File: src/rtl/jump_resolve_buffer_pkg.sv
// Shared types for the jump resolve buffer:
// head FSM encoding and entry field layout.
package jump_resolve_buffer_pkg;

  localparam int XLEN_DEF = 32;
  localparam int RD_W     = 5;

  typedef enum logic [1:0] {
    S_IDLE    = 2'd0,
    S_RESOLVE = 2'd1,
    S_WB      = 2'd2
  } state_e;

  // {taken, target, link, rd, need_wb}
  function automatic int entry_w(int xlen);
    return 2 * xlen + RD_W + 2;
  endfunction

endpackage

File: src/rtl/jrb_fifo.sv
// In-order entry storage with wrapping
// pointers and an occupancy counter.
module jrb_fifo #(
  parameter int DEPTH = 2,
  parameter int W     = 8
) (
  input  logic         clk,
  input  logic         rst_n,
  input  logic         push_i,
  input  logic         pop_i,
  input  logic [W-1:0] wdata_i,
  output logic [W-1:0] rdata_o,
  output logic         full_o,
  output logic         empty_o
);

  localparam int PW = $clog2(DEPTH);
  localparam int CW = PW + 1;
  localparam logic [CW-1:0] FULL_CNT = CW'(DEPTH);

  logic [W-1:0]  mem_q [DEPTH];
  logic [PW-1:0] wptr_q, wptr_d;
  logic [PW-1:0] rptr_q, rptr_d;
  logic [CW-1:0] cnt_q, cnt_d;

  always_ff @(posedge clk) begin
    if (push_i) mem_q[wptr_q] <= wdata_i;
  end

  always_comb begin
    wptr_d = push_i ? wptr_q + 1'b1 : wptr_q;
    rptr_d = pop_i  ? rptr_q + 1'b1 : rptr_q;
    cnt_d  = cnt_q;
    unique case ({push_i, pop_i})
      2'b10:   cnt_d = cnt_q + 1'b1;
      2'b01:   cnt_d = cnt_q - 1'b1;
      default: cnt_d = cnt_q;
    endcase
  end

  always_ff @(posedge clk or negedge rst_n) begin
    if (!rst_n) begin
      wptr_q <= '0;
      rptr_q <= '0;
      cnt_q  <= '0;
    end else begin
      wptr_q <= wptr_d;
      rptr_q <= rptr_d;
      cnt_q  <= cnt_d;
    end
  end

  assign rdata_o = mem_q[rptr_q];
  assign full_o  = (cnt_q == FULL_CNT);
  assign empty_o = (cnt_q == '0);

endmodule

File: src/rtl/jump_resolve_buffer.sv
// Buffers jump FU results, resolves them toward
// fetch and arbitrates the link write-back.
module jump_resolve_buffer
  import jump_resolve_buffer_pkg::*;
#(
  parameter int DEPTH = 2,
  parameter int XLEN  = XLEN_DEF
) (
  input  logic            clk,
  input  logic            rst_n,
  input  logic            fu_finish,
  input  logic [XLEN-1:0] fu_pc_jump,
  input  logic [XLEN-1:0] fu_pc_wb,
  input  logic            fu_cmp_res,
  input  logic            fu_is_branch,
  input  logic [RD_W-1:0] fu_rd,
  input  logic            wb_grant,
  output logic            ready,
  output logic            redirect_valid,
  output logic [XLEN-1:0] redirect_pc,
  output logic            resolve_valid,
  output logic            resolve_taken,
  output logic            wb_req,
  output logic [RD_W-1:0] wb_rd,
  output logic [XLEN-1:0] wb_data,
  output logic            overflow
);

  localparam int EW = entry_w(XLEN);

  state_e          state_q, state_d;
  logic            full, empty, push, pop;
  logic [EW-1:0]   wdata, rdata;
  logic            in_taken, in_need_wb;
  logic            h_taken, h_need_wb;
  logic [XLEN-1:0] h_tgt, h_link;
  logic [RD_W-1:0] h_rd;
  logic            ovf_q, ovf_d;

  assign in_taken   = fu_is_branch ? fu_cmp_res : 1'b1;
  assign in_need_wb = !fu_is_branch && (fu_rd != '0);
  assign wdata = {in_taken, fu_pc_jump, fu_pc_wb, fu_rd, in_need_wb};
  assign {h_taken, h_tgt, h_link, h_rd, h_need_wb} = rdata;

  assign pop = (state_q == S_RESOLVE && !h_need_wb)
            || (state_q == S_WB && wb_grant);
  // A pop in the same cycle frees the slot for a new capture.
  assign push  = fu_finish && (!full || pop);
  assign ovf_d = ovf_q || (fu_finish && full && !pop);
  assign ready = !full;

  jrb_fifo #(
    .DEPTH(DEPTH),
    .W    (EW)
  ) u_fifo (
    .clk    (clk),
    .rst_n  (rst_n),
    .push_i (push),
    .pop_i  (pop),
    .wdata_i(wdata),
    .rdata_o(rdata),
    .full_o (full),
    .empty_o(empty)
  );

  always_ff @(posedge clk or negedge rst_n) begin
    if (!rst_n) begin
      state_q <= S_IDLE;
      ovf_q   <= 1'b0;
    end else begin
      state_q <= state_d;
      ovf_q   <= ovf_d;
    end
  end

  always_comb begin
    state_d = state_q;
    unique case (state_q)
      S_IDLE:    if (!empty) state_d = S_RESOLVE;
      S_RESOLVE: state_d = h_need_wb ? S_WB : S_IDLE;
      S_WB:      if (wb_grant) state_d = S_IDLE;
      default:   state_d = S_IDLE;
    endcase
  end

  always_comb begin
    redirect_valid = 1'b0;
    redirect_pc    = '0;
    resolve_valid  = 1'b0;
    resolve_taken  = 1'b0;
    wb_req         = 1'b0;
    wb_rd          = '0;
    wb_data        = '0;
    unique case (state_q)
      S_RESOLVE: begin
        resolve_valid  = 1'b1;
        resolve_taken  = h_taken;
        redirect_valid = h_taken;
        redirect_pc    = h_taken ? h_tgt : '0;
      end
      S_WB: begin
        wb_req  = 1'b1;
        wb_rd   = h_rd;
        wb_data = h_link;
      end
      default: ;
    endcase
  end

  assign overflow = ovf_q;

endmodule

File: config.mk
export PLATFORM = sky130hd
export DESIGN_NAME = jump_resolve_buffer
export DESIGN_NICKNAME = d
export VERILOG_FILES = /design/src/rtl/jump_resolve_buffer_pkg.sv /design/src/rtl/jrb_fifo.sv /design/src/rtl/jump_resolve_buffer.sv
export SDC_FILE = /design/constraint.sdc
export NUM_CORES = 1
export LEC_CHECK = 0
export CAP_MARGIN = 20
export CORE_MARGIN = 4
export CORE_UTILIZATION = 30
export CTS_CLUSTER_DIAMETER = 80
export CTS_CLUSTER_SIZE = 12
export DETAILED_ROUTE_END_ITERATION = 6
export HOLD_SLACK_MARGIN = 0.08
export PLACE_DENSITY_LB_ADDON = 0.08
export SYNTH_ARGS = -nofsm -noshare
export SYNTH_HDL_FRONTEND = slang
export SYNTH_HIERARCHICAL = 1
export SYNTH_SLANG_ARGS = --single-unit
File: constraint.sdc
create_clock -name clk -period 7.2 [get_ports clk]
set_input_delay 1.08 -clock clk [delete_from_list [all_inputs] [get_ports clk]]
set_output_delay 1.08 -clock clk [all_outputs]
set_load 0.01 [all_outputs]
==> run metrics <==
category of the most critical setup path reg2out; worst setup slack after placement approximately 3000 ps; total of fill cells in the finished design around 1900; biggest fanout along the worst timing path 38; crit path cell chain buf_4 -> mux2_2 -> and2_1 -> clkdlybuf4s50_1; library cell contributing the largest single delay on the critical path sky130_fd_sc_hd__dfrtp_4; share of synthesized area spent on multiplexers between 15 and 20%; leakage between 3 and 4 nW; level count of the clock H-tree 4; drt total wl around 13000 um; setup fix buffers added after clock tree synthesis 0; largest family of logic cells by synthesized area multiplexers; buffers and inverters on the worst path 2; clk sinks 149; num ports 150; flop and latch count out of synthesis 149; port buffer count 149; number of global-route vias before repair 3664; power per cell area around 390 nW/um^2; post-synthesis share of cell area spent on xor and xnor gates less than 1%; number of distinct standard cells referenced by the synthesized netlist 26; data arrival time of the critical path 3060 ps; Final Skew approximately 7.8 ps; synthesized net count ~400; clock edge transition at the registers on the reported setup and hold paths around 60 ps; Largest delay share family, worst path buffers and inverters; share of synthesized cell area in and, or, nand and nor gates a little over 8%; detailed-routing iteration count for the pre-antenna-repair pass 4; fraction of met2 tracks used by global routing between 10% and 20%; via count 3294; type of origin of the critical path flop; sequential area share after synthesis 70.3%; final instance area between 8000 and 9000 sq um; post-DR wirelength/cell 16.8 um; row count between 50 and 60; final number of max-transition violations 0; max-slew headroom at the worst pin between 30% and 40%; hold crit path type reg2reg; GRT Resource Usage Total 11.2%; DRT iter0 DRCs between 100 and 150; final count of negative-setup-slack endpoints 0; kind of end point of the critical path primary output; count of inserted antenna diode cells 0; vias per cell ~4.3; met1 Use GR about an eighth; compound-cell area share of the yosys netlist less than 1%; pin count of the biggest net entering global routing 72; area delta synth->final 36.0%; Worst Path Required about 6100 ps; CP peak stage delay between 800 and 900 ps; status complete, no violations; met3 routing resource usage after global routing between 4 and 5%; number of antenna violations at the first check in global routing 1; height of the chip 153 um; number of maximum-capacitance violations 0; first-pass GRT wire length about 20000 um; residual DRC count 0; CTS Hold Buffers Added 0; Area after DPL roughly 8000 sq um; actual slew at the worst max-slew pin 1040 ps; maximum root-to-sink buffer count 2; final count of hold timing violations 0; share of layout cells above drive strength 1 around a fifth; gp weighted congestion ~0.67; post-synthesis share of cell area spent on full adders, half adders and majority gates less than 1%; worst hold margin 505 ps; Mapped Avg Cell Area around 19 sq um; unrepaired setup endpoints after global routing false; crit path launch u_fifo/rptr_q$_DFFE_PN0P_; cell area after technology mapping 6310 sq um; clock tree from TritonCTS yes; yosys synthesis warning count 6; placeable core region between 20000 and 25000 sq um; CTS buffer count 17; number of antenna-violating nets in the routed design 0; highest clock frequency the design can meet between 200 and 250 MHz; clock latency reported for the late side of the worst-skew pair 410 ps; reg-to-reg critical path startpoint u_fifo/rptr_q$_DFFE_PN0P_; Die Width approximately 150 um; Post-Route Setup TNS 0 ps; final setup slack of the worst path slightly above 3000 ps; post_cts resized 0; dpl cells 740; Detail Placement HPWL approximately 8200 um; Mapped Cells approximately 330; final non-filler cell total around 770; final critical-path required period a little over 4000 ps; number of nets in the finished design ~570; Final Cycle Share between 50 and 60%; initial core utilization ~30%; cell chosen for the clock root sky130_fd_sc_hd__clkbuf_16; Total Die Area around 23000 sq um; Worst Min Path Start overflow$_DFF_PN0_; grt ovf 0; most used routing layer in global routing met2; Max rail drop VDD approximately 170 uV
cells in the mapped netlist:
| master | number | area (sq um) |
|---|---|---|
| sky130_fd_sc_hd__edfxtp_1 | 142 | 4260 |
| sky130_fd_sc_hd__and2_1 | 70 | 438 |
| sky130_fd_sc_hd__mux2_4 | 69 | 1040 |
| sky130_fd_sc_hd__buf_12 | 7 | 140 |
| sky130_fd_sc_hd__dfrtp_1 | 7 | 175 |
| sky130_fd_sc_hd__buf_2 | 4 | 20.0 |
| sky130_fd_sc_hd__inv_1 | 4 | 15.0 |
| sky130_fd_sc_hd__nor2_1 | 4 | 15.0 |
| sky130_fd_sc_hd__buf_4 | 3 | 22.5 |
| sky130_fd_sc_hd__nor2b_1 | 3 | 18.8 |
| sky130_fd_sc_hd__xor2_1 | 3 | 26.3 |
| sky130_fd_sc_hd__mux2_2 | 2 | 22.5 |
| sky130_fd_sc_hd__nor3_1 | 2 | 10.0 |
| sky130_fd_sc_hd__xnor2_1 | 2 | 17.5 |
| sky130_fd_sc_hd__a21oi_1 | 1 | 5.00 |
| sky130_fd_sc_hd__a22o_1 | 1 | 8.76 |
| sky130_fd_sc_hd__a31oi_1 | 1 | 6.26 |
| sky130_fd_sc_hd__a41o_1 | 1 | 10.0 |
| sky130_fd_sc_hd__and3b_1 | 1 | 8.76 |
| sky130_fd_sc_hd__buf_6 | 1 | 11.3 |
| sky130_fd_sc_hd__clkbuf_1 | 1 | 3.75 |
| sky130_fd_sc_hd__ha_1 | 1 | 12.5 |
| sky130_fd_sc_hd__nand2_1 | 1 | 3.75 |
| sky130_fd_sc_hd__nand2b_1 | 1 | 6.26 |
| sky130_fd_sc_hd__nand3b_1 | 1 | 7.51 |
| sky130_fd_sc_hd__or3b_1 | 1 | 8.76 |
cells in the final DEF (no fill, tap or decap), types with 2 or more instances in the layout:
cell type	instances
sky130_fd_sc_hd__clkdlybuf4s50_1	149
sky130_fd_sc_hd__edfxtp_1	142
sky130_fd_sc_hd__and2_1	69
sky130_fd_sc_hd__mux2_4	69
sky130_fd_sc_hd__clkbuf_16	17
sky130_fd_sc_hd__dfrtp_1	6
sky130_fd_sc_hd__inv_1	4
sky130_fd_sc_hd__clkinv_4	4
sky130_fd_sc_hd__nor2_1	3
sky130_fd_sc_hd__clkinv_1	3
sky130_fd_sc_hd__bufinv_16	3
sky130_fd_sc_hd__clkinv_2	3
sky130_fd_sc_hd__buf_4	3
sky130_fd_sc_hd__xor2_1	3
sky130_fd_sc_hd__nor2b_1	2
sky130_fd_sc_hd__nor3_1	2
sky130_fd_sc_hd__mux2_2	2
sky130_fd_sc_hd__xnor2_1	2
metrics by stage:
stage	power (mW)	util, %
2_1_floorplan	2.10	-
3_3_place_gp	2.47	39.0
3_5_place_dp	2.48	39.0
4_1_cts	3.38	41.8
5_1_grt	3.50	41.9
6_report	3.31	41.9
registers in the layout (all words and copies together) (netlist names):
signal	count
overflow	1
state_q	2
u_fifo/cnt_q	2
u_fifo/mem_q	142
u_fifo/rptr_q	1
u_fifo/wptr_q	1
path summary, 6_finish.rpt:
check                                                endpoint  slack, ps  cells past startpoint
worst max register to register  u_fifo/mem_q[0][68]$_DFFE_PP_       3280                      6
worst max-delay path                          redirect_pc[24]       3060                      4
min in group asynchronous         u_fifo/cnt_q[0]$_DFFE_PN0P_        930                      1
worst min-delay path                       overflow$_DFF_PN0_        500                      1
max in group asynchronous           u_fifo/rptr_q$_DFFE_PN0P_       6000                      1
worst min register to register             overflow$_DFF_PN0_        500                      1
cell families (layout without fill, tap and decap cells):
logic type | Yosys count | in the layout
compound gates | 4 | 4
xor+xnor | 5 | 5
fa+ha+maj | 1 | 1
buf+inv | 20 | 189
flops | 149 | 149
mux | 71 | 71
simple gates | 84 | 84
metal layers:
metal	routed length [um]	share of wire, %	up-vias
met1	5500	42	1646
met3	759	5.8	15
met5	12	0.092	-
li1	-	-	1545
met4	179	1.4	2
met2	6530	50	86
cell type report:
| class | instances | area (sq um) | area share (%) |
|---|---|---|---|
| clock inverter | 14 | 160 | 1.86 |
| timing repair buffer | 153 | 1530 | 17.8 |
| multi-input combinational | 165 | 1670 | 19.5 |
| sequential | 149 | 4440 | 51.7 |
| inverter | 4 | 15.0 | 0.175 |
| clock buffer | 18 | 429 | 5.00 |
| tap | 270 | 338 | 3.93 |
power breakdown:
part	switching (mW)	total [mW]	internal (mW)
registers	0.115	1.32	1.20
logic	0.466	1.11	0.646
clock network	0.335	0.877	0.542
Power figures use the tool's default switching activity.
